==> config.mk <==
export PLATFORM = sky130hd
export DESIGN_NAME = unified_bus_arbiter_flat
export DESIGN_NICKNAME = d
export VERILOG_FILES = /design/src/rtl/unified_bus_arbiter_pkg.sv /design/src/rtl/unified_bus_arbiter_if.sv /design/src/rtl/unified_bus_arbiter_tag_fifo.sv /design/src/rtl/unified_bus_arbiter.sv /design/src/flat_wrapper.sv
export SDC_FILE = /design/constraint.sdc
export NUM_CORES = 1
export LEC_CHECK = 0
export ABC_CLOCK_PERIOD_IN_PS = 5500
export CAP_MARGIN = 5
export CORE_AREA = 8 8 102 104
export DETAILED_ROUTE_END_ITERATION = 10
export DIE_AREA = 0 0 110 112
export PLACE_DENSITY = 0.83
export SETUP_SLACK_MARGIN = 0.5
export SYNTH_ARGS = -nofsm -noshare
export SYNTH_HDL_FRONTEND = slang
export SYNTH_HIERARCHICAL = 1
export SYNTH_SLANG_ARGS = --single-unit
==> constraint.sdc <==
create_clock -name clock -period 5.5 [get_ports clock]
set_input_delay 1.375 -clock clock [delete_from_list [all_inputs] [get_ports clock]]
set_output_delay 1.375 -clock clock [all_outputs]
set_load 0.01 [all_outputs]
==> src/rtl/unified_bus_arbiter_pkg.sv <==
`default_nettype none
// ============================================================================
// Module   : unified_bus_arbiter_pkg
// Brief    : Shared types and constants for the unified bus arbiter slice.
// Revision : 1.0 - initial release
// ============================================================================
package unified_bus_arbiter_pkg;

    // Identifies which core port owns a bus command or an outstanding read.
    typedef enum logic {
        REQ_INST = 1'b0,
        REQ_DATA = 1'b1
    } req_id_e;

    // Instruction fetches always read a full word.
    localparam logic [3:0] c_BE_WORD = 4'hF;

endpackage
`default_nettype wire

==> src/rtl/unified_bus_arbiter_if.sv <==
`default_nettype none
// ============================================================================
// Module   : unified_bus_arbiter_if
// Brief    : Core-side fetch/data ports and memory-side bus of the arbiter.
//            The slave modport is the arbiter's view; master is the view of
//            the core plus memory fabric that surrounds it.
// Revision : 1.0 - initial release
// ============================================================================
interface unified_bus_arbiter_if;

    logic [31:0] inst_address;
    logic        inst_read_enable;
    logic        inst_wait_req;
    logic        inst_valid;
    logic [31:0] inst_data;

    logic [31:0] data_address;
    logic        data_read_enable;
    logic        data_write_enable;
    logic [3:0]  data_byte_enable;
    logic [31:0] data_write_data;
    logic        data_wait_req;
    logic        data_valid;
    logic [31:0] data_read_data;

    logic [31:0] mem_address;
    logic        mem_read;
    logic        mem_write;
    logic [3:0]  mem_byte_enable;
    logic [31:0] mem_write_data;
    logic        mem_wait_req;
    logic [31:0] mem_read_data;
    logic        mem_read_data_valid;

    logic        protocol_error;

    modport slave (
        input  inst_address, inst_read_enable,
        output inst_wait_req, inst_valid, inst_data,
        input  data_address, data_read_enable, data_write_enable,
        input  data_byte_enable, data_write_data,
        output data_wait_req, data_valid, data_read_data,
        output mem_address, mem_read, mem_write, mem_byte_enable, mem_write_data,
        input  mem_wait_req, mem_read_data, mem_read_data_valid,
        output protocol_error
    );

    modport master (
        output inst_address, inst_read_enable,
        input  inst_wait_req, inst_valid, inst_data,
        output data_address, data_read_enable, data_write_enable,
        output data_byte_enable, data_write_data,
        input  data_wait_req, data_valid, data_read_data,
        input  mem_address, mem_read, mem_write, mem_byte_enable, mem_write_data,
        output mem_wait_req, mem_read_data, mem_read_data_valid,
        input  protocol_error
    );

endinterface
`default_nettype wire

==> src/rtl/unified_bus_arbiter_tag_fifo.sv <==
`default_nettype none
// ============================================================================
// Module   : bus_tag_fifo
// Brief    : Small circular FIFO recording the owner of each outstanding read.
//            DEPTH must be a power of two so the pointers wrap naturally.
//            Simultaneous push and pop is legal even when full.
// Revision : 1.0 - initial release
// ============================================================================
module bus_tag_fifo #(
    parameter int DEPTH = 4,
    parameter int WIDTH = 1
) (
    input  wire logic                     clock,
    input  wire logic                     reset,
    input  wire logic                     i_push,
    input  wire logic [WIDTH-1:0]         i_push_data,
    input  wire logic                     i_pop,
    output logic                          o_full,
    output logic                          o_empty,
    output logic [WIDTH-1:0]              o_head,
    output logic [$clog2(DEPTH):0]        o_count
);

    localparam int                c_PTR_W = $clog2(DEPTH);
    localparam logic [c_PTR_W:0]  c_FULL  = (c_PTR_W + 1)'(DEPTH);

    logic [WIDTH-1:0]   r_mem [DEPTH];
    logic [c_PTR_W-1:0] r_wr_ptr;
    logic [c_PTR_W-1:0] r_rd_ptr;
    logic [c_PTR_W:0]   r_count;

    // Pointer and occupancy tracking; pointers wrap modulo DEPTH.
    always_ff @(posedge clock or posedge reset) begin
        if (reset) begin
            r_wr_ptr <= '0;
            r_rd_ptr <= '0;
            r_count  <= '0;
        end else begin
            if (i_push) r_wr_ptr <= r_wr_ptr + 1'b1;
            if (i_pop)  r_rd_ptr <= r_rd_ptr + 1'b1;
            case ({i_push, i_pop})
                2'b10:   r_count <= r_count + 1'b1;
                2'b01:   r_count <= r_count - 1'b1;
                default: r_count <= r_count;
            endcase
        end
    end

    // Tag storage; contents are meaningless until written, so no reset.
    always_ff @(posedge clock) begin
        if (i_push) r_mem[r_wr_ptr] <= i_push_data;
    end

    assign o_full  = (r_count == c_FULL);
    assign o_empty = (r_count == '0);
    assign o_head  = r_mem[r_rd_ptr];
    assign o_count = r_count;

endmodule
`default_nettype wire

==> src/rtl/unified_bus_arbiter.sv <==
`default_nettype none
// ============================================================================
// Module   : unified_bus_arbiter
// Brief    : Shares one memory bus between the fetch port and the data port.
//            Zero-latency combinational grant and response routing; a tag
//            FIFO returns in-order read responses to their owners.
// Options  : UNIFIED_BUS_ARBITER_ROUND_ROBIN_EN - alternate grants on
//            conflict instead of fixed data-over-instruction priority.
// Revision : 1.0 - initial release
// ============================================================================
module unified_bus_arbiter
    import unified_bus_arbiter_pkg::*;
#(
    parameter int MAX_OUTSTANDING = 4
) (
    input  wire logic             clock,
    input  wire logic             reset,
    unified_bus_arbiter_if.slave  bus
);

    localparam int c_CNT_W = $clog2(MAX_OUTSTANDING) + 1;

    logic               w_data_req;
    logic               w_inst_req;
    logic               w_grant_valid;
    req_id_e            w_grant_id;
    logic               w_is_read;
    logic               w_is_write;
    logic               w_can_read;
    logic               w_accept;
    logic               w_push;
    logic               w_pop;
    logic               w_fifo_full;
    logic               w_fifo_empty;
    logic [0:0]         w_fifo_head;
    logic [c_CNT_W-1:0] w_fifo_count;
    req_id_e            w_head_id;
    logic               r_protocol_error;

    assign w_data_req    = bus.data_read_enable | bus.data_write_enable;
    assign w_inst_req    = bus.inst_read_enable;
    assign w_grant_valid = w_data_req | w_inst_req;

`ifdef UNIFIED_BUS_ARBITER_ROUND_ROBIN_EN
    req_id_e r_last_grant;
    logic    r_hold_valid;
    req_id_e r_hold_id;

    // Remember the last accepted owner, and any grant left stalled by the bus.
    always_ff @(posedge clock or posedge reset) begin
        if (reset) begin
            r_last_grant <= REQ_INST;
            r_hold_valid <= 1'b0;
            r_hold_id    <= REQ_INST;
        end else begin
            if (w_accept) r_last_grant <= w_grant_id;
            r_hold_valid <= w_grant_valid & ~w_accept;
            r_hold_id    <= w_grant_id;
        end
    end

    // Stalled grant sticks; otherwise a conflict goes to the other requester.
    always_comb begin
        w_grant_id = REQ_INST;
        if (r_hold_valid && ((r_hold_id == REQ_DATA && w_data_req) ||
                             (r_hold_id == REQ_INST && w_inst_req))) begin
            w_grant_id = r_hold_id;
        end else if (w_data_req && w_inst_req) begin
            w_grant_id = (r_last_grant == REQ_INST) ? REQ_DATA : REQ_INST;
        end else if (w_data_req) begin
            w_grant_id = REQ_DATA;
        end
    end
`else
    // Fixed priority: data port wins every conflict.
    always_comb begin
        w_grant_id = REQ_INST;
        if (w_data_req) w_grant_id = REQ_DATA;
    end
`endif

    // Steer the granted requester onto the bus; a store beats a load if both set.
    always_comb begin
        bus.mem_address     = '0;
        bus.mem_byte_enable = '0;
        bus.mem_write_data  = '0;
        w_is_read           = 1'b0;
        w_is_write          = 1'b0;
        if (w_grant_valid) begin
            if (w_grant_id == REQ_DATA) begin
                bus.mem_address     = bus.data_address;
                bus.mem_byte_enable = bus.data_byte_enable;
                bus.mem_write_data  = bus.data_write_data;
                w_is_write          = bus.data_write_enable;
                w_is_read           = ~bus.data_write_enable;
            end else begin
                bus.mem_address     = bus.inst_address;
                bus.mem_byte_enable = c_BE_WORD;
                w_is_read           = 1'b1;
            end
        end
    end

    // A read may issue into a full FIFO only when a response frees a slot now.
    assign w_pop      = bus.mem_read_data_valid & ~w_fifo_empty;
    assign w_can_read = ~w_fifo_full | w_pop;
    assign w_accept   = w_grant_valid & ~bus.mem_wait_req & (w_is_write | w_can_read);
    assign w_push     = w_accept & w_is_read;

    assign bus.mem_read      = w_is_read & w_can_read;
    assign bus.mem_write     = w_is_write;
    assign bus.inst_wait_req = w_inst_req & ~(w_accept & (w_grant_id == REQ_INST));
    assign bus.data_wait_req = w_data_req & ~(w_accept & (w_grant_id == REQ_DATA));

    bus_tag_fifo #(
        .DEPTH (MAX_OUTSTANDING),
        .WIDTH (1)
    ) u_tag_fifo (
        .clock       (clock),
        .reset       (reset),
        .i_push      (w_push),
        .i_push_data (1'(w_grant_id)),
        .i_pop       (w_pop),
        .o_full      (w_fifo_full),
        .o_empty     (w_fifo_empty),
        .o_head      (w_fifo_head),
        .o_count     (w_fifo_count)
    );

    // Route each response to the owner recorded at the FIFO head.
    assign w_head_id           = req_id_e'(w_fifo_head);
    assign bus.inst_valid      = w_pop & (w_head_id == REQ_INST);
    assign bus.data_valid      = w_pop & (w_head_id == REQ_DATA);
    assign bus.inst_data       = bus.inst_valid ? bus.mem_read_data : '0;
    assign bus.data_read_data  = bus.data_valid ? bus.mem_read_data : '0;

    // Sticky flag for a response that arrives with nothing outstanding.
    always_ff @(posedge clock or posedge reset) begin
        if (reset) begin
            r_protocol_error <= 1'b0;
        end else if (bus.mem_read_data_valid && (w_fifo_count == '0)) begin
            r_protocol_error <= 1'b1;
        end
    end

    assign bus.protocol_error = r_protocol_error;

endmodule
`default_nettype wire

==> src/flat_wrapper.sv <==
// flat-port wrapper written by rule: the top's interface ports become plain ports
module unified_bus_arbiter_flat import unified_bus_arbiter_pkg::*;
#(
    parameter int MAX_OUTSTANDING = 4
)
  (clock, reset, bus_inst_address, bus_inst_read_enable, bus_inst_wait_req, bus_inst_valid, bus_inst_data, bus_data_address, bus_data_read_enable, bus_data_write_enable, bus_data_byte_enable, bus_data_write_data, bus_data_wait_req, bus_data_valid, bus_data_read_data, bus_mem_address, bus_mem_read, bus_mem_write, bus_mem_byte_enable, bus_mem_write_data, bus_mem_wait_req, bus_mem_read_data, bus_mem_read_data_valid, bus_protocol_error);
  unified_bus_arbiter_if bus_i ();
  input  wire logic clock;
  input  wire logic reset;
  input wire logic [$bits(bus_i.inst_address)-1:0] bus_inst_address;
  input wire logic [$bits(bus_i.inst_read_enable)-1:0] bus_inst_read_enable;
  output wire logic [$bits(bus_i.inst_wait_req)-1:0] bus_inst_wait_req;
  output wire logic [$bits(bus_i.inst_valid)-1:0] bus_inst_valid;
  output wire logic [$bits(bus_i.inst_data)-1:0] bus_inst_data;
  input wire logic [$bits(bus_i.data_address)-1:0] bus_data_address;
  input wire logic [$bits(bus_i.data_read_enable)-1:0] bus_data_read_enable;
  input wire logic [$bits(bus_i.data_write_enable)-1:0] bus_data_write_enable;
  input wire logic [$bits(bus_i.data_byte_enable)-1:0] bus_data_byte_enable;
  input wire logic [$bits(bus_i.data_write_data)-1:0] bus_data_write_data;
  output wire logic [$bits(bus_i.data_wait_req)-1:0] bus_data_wait_req;
  output wire logic [$bits(bus_i.data_valid)-1:0] bus_data_valid;
  output wire logic [$bits(bus_i.data_read_data)-1:0] bus_data_read_data;
  output wire logic [$bits(bus_i.mem_address)-1:0] bus_mem_address;
  output wire logic [$bits(bus_i.mem_read)-1:0] bus_mem_read;
  output wire logic [$bits(bus_i.mem_write)-1:0] bus_mem_write;
  output wire logic [$bits(bus_i.mem_byte_enable)-1:0] bus_mem_byte_enable;
  output wire logic [$bits(bus_i.mem_write_data)-1:0] bus_mem_write_data;
  input wire logic [$bits(bus_i.mem_wait_req)-1:0] bus_mem_wait_req;
  input wire logic [$bits(bus_i.mem_read_data)-1:0] bus_mem_read_data;
  input wire logic [$bits(bus_i.mem_read_data_valid)-1:0] bus_mem_read_data_valid;
  output wire logic [$bits(bus_i.protocol_error)-1:0] bus_protocol_error;
  assign bus_i.inst_address = bus_inst_address;
  assign bus_i.inst_read_enable = bus_inst_read_enable;
  assign bus_inst_wait_req = bus_i.inst_wait_req;
  assign bus_inst_valid = bus_i.inst_valid;
  assign bus_inst_data = bus_i.inst_data;
  assign bus_i.data_address = bus_data_address;
  assign bus_i.data_read_enable = bus_data_read_enable;
  assign bus_i.data_write_enable = bus_data_write_enable;
  assign bus_i.data_byte_enable = bus_data_byte_enable;
  assign bus_i.data_write_data = bus_data_write_data;
  assign bus_data_wait_req = bus_i.data_wait_req;
  assign bus_data_valid = bus_i.data_valid;
  assign bus_data_read_data = bus_i.data_read_data;
  assign bus_mem_address = bus_i.mem_address;
  assign bus_mem_read = bus_i.mem_read;
  assign bus_mem_write = bus_i.mem_write;
  assign bus_mem_byte_enable = bus_i.mem_byte_enable;
  assign bus_mem_write_data = bus_i.mem_write_data;
  assign bus_i.mem_wait_req = bus_mem_wait_req;
  assign bus_i.mem_read_data = bus_mem_read_data;
  assign bus_i.mem_read_data_valid = bus_mem_read_data_valid;
  assign bus_protocol_error = bus_i.protocol_error;
  unified_bus_arbiter #(.MAX_OUTSTANDING(MAX_OUTSTANDING)) u_core (.clock(clock), .reset(reset), .bus(bus_i));
endmodule
==> results.cfg <==
[final_layout]
area_growth_pct = 161
fin_nets = 693
n_fill_cell = 837
drive_above_1_share_pct = 2.38
n_antenna_cell = 0

[worst_hold_path]
worstHoldStart = u_core/bus.protocol_error
hold_class = reg2reg
min_to = u_core/bus.protocol_error
hold_depth = 1

[setup_path]
r2r_slack_ns = 2.70
worst_setup_path_start_kind = primary input
critPathMaxFanout = 34
r2r-end = u_core/u_tag_fifo/o_count[2]
setup.worst_path.start = bus_mem_read_data_valid
rr_worst_depth = 11
endpoint_kind = output port
cp_data_arrival_time_ns = 3.46
cp.required_ns = 4.12
r2r-start = u_core/u_tag_fifo/o_count[2]
path_class = in2out

[synthesis]
synth.cell_area_mm2 = 0.00181
ys_top_cells_by_area = and2_1 24%, nand2_1 16%, and3_1 11%
yosys.area.top_type = and2_1
synth.top_cell.area_share_pct = 24.3
synth_most_common_cell = nand2_1
synthTopCellsByCount = 75 x nand2_1, 70 x and2_1, 33 x and3_1
synthFlopType = dfrtp_1
synth_edf_count = 4
syn_inst = 285
syn_nets = 430
synthArstFlopShare_pct = 66.7
synth_seq_cells = 12
ys_types = 28
seq_area_frac_synth_pct = 17.7
ys_warn_count = 6
syn_avg_cell_area_um2 = 6.34

[power_and_ir_drop]
intPower_mw = 0.608
irDropWorstVdd_v = 0.000102
clockPowerShare_pct = 8.0
swShare_pct = 38.8
power.switching_mw = 0.386
power_frac_comb_pct = 76.4
p_leak_nw = 2.06
p_per_area_mw_per_mm2 = 211
seqPwrFrac_pct = 15.6

[detailed_routing]
vias = 2897
wl_mm = 12.0
firstDrtPassIters = 4
vias_per_cell = 4.40
post_drt_wl_per_cell_um = 18.2
remaining_drc_errors = 0
postRouteAntennaNets = 0
first_iter_violations = 127

[placed_design]
io_buffers = 277
post-dp-hpwl_mm = 10.6
routabilityCongestion = 0.865

[floorplanning]
initial_utilization_pct = 20.3
num_rows = 35
core_mm2 = 0.00889
die_h_um = 112
dieArea_mm2 = 0.0123
ios = 278
die_w_um = 110

[clock_network]
clk_pin_slew_ns = 0.05
hold_buffers = 0
cts_tree = done
ctsRootBufferMaster = clkbuf_8
clk_path_buf_depth = 2
cts-resized-gates = 0
cts_sinks = 12
post_cts_buffers = 0
htreeDepth = 1
numCtsBuffers = 3
clkLatencyLatePin_ns = 0.23

[sta]
worst-slew-pin-transition_ns = 0.976
fin_crit_sh_pct = 88.0
skew_ns = 0.000978
hold_viol_final = 0
drv_slew = 0
finalSetupViolations = 0
final.min_clock_period_ns = 4.84
fmax_mhz = 207
fin_hold_ws_ns = 0.481
rsz0062_at_grt = no
finalSetupTns_ns = 0
slew_headroom_pct = 34.3

[global_route]
gr-total-overflow = 0
grt.total_usage_pct = 18.0
grt_pass1_wl_mm = 17.1
antenna_found_initial = 0
grt_pass1_vias = 3043
grt_max_degree = 58

[run_status]
outcome = finished clean

[job]
cap_violations = 0
==> sequential cells by signal, summed over array words and instances, names as in the netlist <==
register	count
u_core/u_tag_fifo/o_count	3
u_core/u_tag_fifo/r_rd_ptr	2
u_core/u_tag_fifo/r_mem	4
u_core/u_tag_fifo/r_wr_ptr	2
u_core/bus.protocol_error	1
==> metal layers <==
| layer | share of wire, % | up-vias | GRT usage (%) |
|---|---|---|---|
| li1 | - | 1434 | - |
| met1 | 31 | 1271 | 15.7 |
| met2 | 53 | 182 | 35.2 |
| met3 | 14 | 10 | 7.45 |
| met4 | 1.5 | 0 | 5.05 |
| met5 | 0 | - | 0 |
==> per-stage QoR <==
stage	cells	util (%)	setup WS, ns	instance area, um2	power [mW]
global placement	654	52.5	0.684	4660	0.903
detailed placement	654	52.5	0.673	4660	0.928
global route	658	53.0	0.540	4710	1.07
CTS	658	53.0	0.670	4710	1.01
floorplan	285	-	2.08	1810	0.479
finish	658	53.0	0.662	4710	0.993
==> critical path, cell delays in order <==
cell and delay (ns):
clkdlybuf4s50_1 0.48, nand2b_1 0.14, inv_1 0.63, and3_1 0.27
clkdlybuf4s50_1 0.56
==> kinds of logic (layout without fill, tap and decap cells) <==
group                    after synthesis  after routing  synth area share (%)
AND/OR/NAND/NOR                      221            221                  63.8
buffers and inverters                 35            297                  8.04
flip-flops                            12             12                  17.7
adder cells (fa/ha/maj)                6              6                  4.57
XOR/XNOR                               6              6                  2.91
AO/OA/AOI/OAI                          3              3                  1.11
multiplexers                           2              2                  1.80
==> how the worst max path moves through the flow <==
| stage | depth (start not counted) | endpoint |
|---|---|---|
| CTS | 5 | bus_data_read_data[30] |
| floorplan | 4 | bus_inst_wait_req |
| global placement | 5 | bus_data_read_data[30] |
| global route | 5 | bus_data_read_data[30] |
| finish | 5 | bus_data_read_data[30] |
| detailed placement | 5 | bus_data_read_data[30] |
==> power groups by stage <==
stage / logic (mW) / registers [mW] / clock network, mW
2_1_floorplan: 0.330 / 0.149 / 0
3_3_place_gp: 0.750 / 0.152 / 0
3_5_place_dp: 0.771 / 0.157 / 0
4_1_cts: 0.773 / 0.155 / 0.0826
5_1_grt: 0.822 / 0.159 / 0.0879
6_report: 0.759 / 0.155 / 0.0795
==> cell usage in the layout, fill, tap and decap left out, types with 5 or more instances in the layout <==
master,n
and2_1,70
inv_1,10
and3_1,33
clkdlybuf4s50_1,277
nand2_1,75
dfrtp_1,8
nand3_1,32
ha_1,5
==> layout make-up <==
| type | instances | area, um2 | share of cell area, % |
|---|---|---|---|
| inverters | 11 | 41.3 | 0.877 |
| multi-input cells | 238 | 1340 | 28.5 |
| well taps | 111 | 139 | 2.95 |
| repair buffers | 282 | 2820 | 60.0 |
| clock inverters | 1 | 3.75 | 0.0797 |
| clock buffers | 3 | 41.3 | 0.877 |
| flip-flops and latches | 12 | 320 | 6.80 |
No activity file was read; power rests on OpenSTA's default activity.
==> RTL change 1 (same flow settings) <==
`MAX_OUTSTANDING` is set to 4 in 2 places; all go to 8.
--- a/src/rtl/unified_bus_arbiter.sv
+++ b/src/rtl/unified_bus_arbiter.sv
@@ -11,7 +11,7 @@
 module unified_bus_arbiter
     import unified_bus_arbiter_pkg::*;
 #(
-    parameter int MAX_OUTSTANDING = 4
+    parameter int MAX_OUTSTANDING = 8
 ) (
     input  wire logic             clock,
     input  wire logic             reset,
--- a/src/flat_wrapper.sv
+++ b/src/flat_wrapper.sv
@@ -1,7 +1,7 @@
 // flat-port wrapper written by rule: the top's interface ports become plain ports
 module unified_bus_arbiter_flat import unified_bus_arbiter_pkg::*;
 #(
-    parameter int MAX_OUTSTANDING = 4
+    parameter int MAX_OUTSTANDING = 8
 )
   (clock, reset, bus_inst_address, bus_inst_read_enable, bus_inst_wait_req, bus_inst_valid, bus_inst_data, bus_data_address, bus_data_read_enable, bus_data_write_enable, bus_data_byte_enable, bus_data_write_data, bus_data_wait_req, bus_data_valid, bus_data_read_data, bus_mem_address, bus_mem_read, bus_mem_write, bus_mem_byte_enable, bus_mem_write_data, bus_mem_wait_req, bus_mem_read_data, bus_mem_read_data_valid, bus_protocol_error);
   unified_bus_arbiter_if bus_i ();
Formal check against the unedited RTL: not equivalent (Yosys sat finds a counterexample within 10 cycles, from zero or initial values and one cycle with reset high).
==> RTL change 1 against the original RTL <==
- global-route usage decreased by 0.22 points
- worst hold slack improved by 0.0086 ns
- routed wire length decreased by 2.7%
- power increased by 30%
- final cell count increased by 4.6%
- sequential cell count increased by 7
- setup slack improved by 0.060 ns
- register-to-register slack got worse by 0.22 ns
- non-clock buffer count increased by 1
- synthesized cell count increased by 11%
- cell area increased by 8.4%
- combinational power increased by 22%
- synthesized area increased by 22%
==> RTL change 1: results (changes against the original RTL) <==
Final Wtd Congestion: 0.833 (was 0.865)
Met1 Routed Length: 3.81 mm (was 3.73 mm)
ANT nets after route: 0 (unchanged)
post-synthesis cell count: 316 (was 285)
clock slew at reported path FFs: 0.07 ns (was 0.05 ns)
vias in the first global route: 3212 (was 3043)
diode count: 0 (unchanged)
asr flop ratio synth: 0.579 (was 0.667)
final setup skew: 0.00267 ns (was 0.000978 ns)
Clock Tree Root: clkbuf_8 (unchanged)
pin count of the biggest net entering global routing: 69 (was 58)
most area-consuming cells after synthesis: and2_1, nand2_1, dfrtp_1 (was and2_1, nand2_1, and3_1)
flip-flop count of the largest register after layout: 8 (was 4)
Distinct cells, synth: 39 (was 28)
worst skew pair latency: 0.26 ns (was 0.23 ns)
status: finished clean (unchanged)
VDD IR max: 0.123 mV (was 0.102 mV)
GR Util met2: 0.328 (was 0.352)
P_leak: 2.17 nW (was 2.06 nW)
sequential-to-total area share from yosys stat: 0.233 (was 0.177)
placed cell area: 0.00506 mm^2 (was 0.00466 mm^2)
Top Metal Used: met5 (was met4)
Post-synth EDFFs: 8 (was 4)
Slew HR: 0.504 (was 0.343)
share of layout cells above drive strength 1: 0.0399 (was 0.0238)
RR Startpoint: u_core/u_tag_fifo/o_count[0] (was u_core/u_tag_fifo/o_count[2])
number of nets in the layout: 722 (was 693)
CP arrival: 3.40 ns (was 3.46 ns)
metal3 WL: 1.69 mm (about the same)
global-route wire length before repair: 17.4 mm (was 17.1 mm)
Net Count, Synth: 460 (was 430)
All-Layer GR Usage: 0.177 (was 0.180)
1st-iter DRT viols: 134 (was 127)
DP HPWL: 10.3 mm (was 10.6 mm)
M1 GR Usage: 0.167 (was 0.157)
crit path max fanout: 34 (unchanged)
Non-Filler Instances: 688 (was 658)
vias per std cell: 4.58 (was 4.40)
H-tree Lvls: 1 (unchanged)
Cells after DPL: 684 (was 654)
DP Worst Slack: 0.734 ns (was 0.673 ns)
fill count: 791 (was 837)
met2 routed WL: 5.97 mm (was 6.40 mm)
met3 usage in global routing: 0.0815 (was 0.0745)
drt total wl: 11.7 mm (was 12.0 mm)
initial antenna violation count: 1 (was 0)
hold_buf cts: 0 (unchanged)
top cells by count, synth: nand2_1, and2_1, and3_1, nand3_1, clkbuf_1 (unchanged)
-- RTL change 1: final timing paths --
path	to	slack, ns	depth (start not counted)
min in group asynchronous	u_core/bus.protocol_error	1.27	2
setup reg to reg	u_core/u_tag_fifo/o_count[3]	2.48	8
hold reg to reg	u_core/bus.protocol_error	0.49	1
setup / recovery	bus_data_read_data[18]	0.72	5
hold / removal	u_core/bus.protocol_error	0.49	1
max in group asynchronous	u_core/u_tag_fifo/r_rd_ptr[2]	3.81	2
-- RTL change 1: cells by family after synthesis --
| group | synth area share |
|---|---|
| simple gates | 0.555 |
| buf+inv | 0.0674 |
| flops | 0.233 |
| compound gates | 0.0431 |
| xor+xnor | 0.0278 |
| mux | 0.0453 |
| fa+ha+maj | 0.0283 |
-- RTL change 1: layout make-up --
cell class	instances	area [um^2]	area share
Clock buffer	3	41.3	0.00809
Inverter	8	30.0	0.00588
Sequential cell	19	515	0.101
Multi-Input combinational cell	263	1540	0.302
Timing Repair Buffer	283	2830	0.554
Clock inverter	1	5.00	0.000980
Tap cell	111	139	0.0272
-- RTL change 1: report_power, final --
part	internal, mW	switching (mW)
Combinational	0.540	0.388
Sequential	0.194	0.0674
Clock	0.0504	0.0474
-- RTL change 1: per-stage QoR --
stage / hold WS [ns] / util
3_5_place_dp: 0.472 / 0.569
4_1_cts: 0.489 / 0.574
5_1_grt: 0.497 / 0.574
2_1_floorplan: 0.453 / -
3_3_place_gp: 0.458 / 0.569
6_report: 0.490 / 0.574
-- RTL change 1: worst max-delay path: stages --
cell             delay [ns]
clkdlybuf4s50_1        0.48
nand2b_1               0.14
inv_1                  0.58
and3_1                 0.26
clkdlybuf4s50_1        0.56
==> RTL change 2 (same flow settings) <==
Without the edit above. Add a define of `UNIFIED_BUS_ARBITER_ROUND_ROBIN_EN`.
--- a/src/rtl/unified_bus_arbiter.sv
+++ b/src/rtl/unified_bus_arbiter.sv
@@ -8,6 +8,8 @@
 //            conflict instead of fixed data-over-instruction priority.
 // Revision : 1.0 - initial release
 // ============================================================================
+`define UNIFIED_BUS_ARBITER_ROUND_ROBIN_EN
+
 module unified_bus_arbiter
     import unified_bus_arbiter_pkg::*;
 #(
Formal check against the unedited RTL: not equivalent (a bounded check fails within 4 cycles, from zero or initial values and one cycle with reset high).
==> RTL change 2 against the original RTL <==
- cell area up 8.7%
- synthesized cell count up 8.1%
- critical path depth up 1
- routed wire length up 7.3%
- sequential power up 19%
- setup slack worse by 0.038 ns
- first-iteration DRC count up 17%
- power up 26%
- clock power up 10%
- die area unchanged
- sequential cell count up 3
- synthesized area up 25%
- critical endpoint is now bus_mem_address[20]
- largest power group unchanged
==> RTL change 2: results (changes against the original RTL) <==
status: finished clean (unchanged)
Layout non-clock buf frac: 0.555 (was 0.600)
top cells by count, synth: and3_1, and2_1, nand3_1, a21oi_1, o21ai_0 (was nand2_1, and2_1, and3_1, nand3_1, clkbuf_1)
P_leak: 2.10 nW (was 2.06 nW)
sequential-to-total area share from yosys stat: 0.175 (was 0.177)
clock network area share: 0.00905 (was 0.00957)
clk sinks: 15 (was 12)
Cells after DPL: 670 (was 654)
Seq. cell area: 395 um^2 (was 320 um^2)
most area-consuming cells after synthesis: and3_1, dfrtp_1, and2_1 (was and2_1, nand2_1, and3_1)
Final Wtd Congestion: 0.875 (was 0.865)
inverter count: 10 (was 11)
pin count of the biggest net entering global routing: 66 (was 58)
number of nets in the layout: 711 (was 693)
Net Count, Synth: 453 (was 430)
VDD IR max: 0.126 mV (was 0.102 mV)
fraction of the mapped netlist area in adder cells: 0.0366 (was 0.0457)
Synth Area in XOR/XNOR: 0.0233 (was 0.0291)
worst stage delay on the critical path: 0.75 ns (was 0.63 ns)
multi-input gate share of the layout cell area: 0.324 (was 0.285)
placed cell area: 0.00504 mm^2 (was 0.00466 mm^2)
syn_area_per_cell: 7.32 um^2 (was 6.34 um^2)
share of layout cells above drive strength 1: 0.0938 (was 0.0238)
drt wl/cell: 19.0 um (was 18.2 um)
global-route wire length before repair: 18.7 mm (was 17.1 mm)
All-Layer GR Usage: 0.191 (was 0.180)
detailed-route via count: 3359 (was 2897)
Non-clock buffers: 285 (was 282)
Distinct cells, synth: 39 (was 28)
CP arrival: 3.50 ns (was 3.46 ns)
multiplexer area fraction after synthesis: 0.0144 (was 0.0180)
-- RTL change 2: layer usage --
layer | up-vias | part of all wire | GRT usage
met5 | - | 0 | 0
met1 | 1534 | 0.35 | 0.198
met4 | 0 | 0.026 | 0.0631
met3 | 22 | 0.13 | 0.0774
li1 | 1606 | - | -
met2 | 197 | 0.49 | 0.335
-- RTL change 2: kinds of logic after synthesis --
| family | after synthesis |
|---|---|
| buffers and inverters | 44 |
| DFF | 15 |
| xor gates and xnor gates | 6 |
| adders and majority gates | 6 |
| muxes | 2 |
| AOI/OAI and AO/OA | 74 |
| and+or+nand+nor | 161 |
-- RTL change 2: path summary, 6_finish.rpt --
| path | start | to | slack (ns) | depth (start not counted) |
|---|---|---|---|---|
| setup / recovery | bus_inst_read_enable | bus_mem_address[20] | 0.62 | 6 |
| hold / removal | u_core/r_last_grant | u_core/r_last_grant | 0.50 | 1 |
| setup reg to reg | u_core/r_hold_valid | u_core/u_tag_fifo/o_count[2] | 2.36 | 11 |
| hold reg to reg | u_core/r_last_grant | u_core/r_last_grant | 0.50 | 1 |
| max in group asynchronous | reset | u_core/u_tag_fifo/o_count[0] | 3.86 | 2 |
| min in group asynchronous | reset | u_core/bus.protocol_error | 1.34 | 2 |
-- RTL change 2: power by group --
| group | switching (mW) | total, mW | internal, mW |
|---|---|---|---|
| logic | 0.437 | 0.976 | 0.539 |
| registers | 0.0305 | 0.184 | 0.153 |
| clock network | 0.0376 | 0.0877 | 0.0501 |
| total | 0.505 | 1.25 | 0.742 |
-- RTL change 2: repair_timing --
action | in CTS | in global routing
buffers inserted | 0 | 0
resized for setup | 1 | 3
cloned | 0 | 2
setup endpoints to repair | 12 | 33
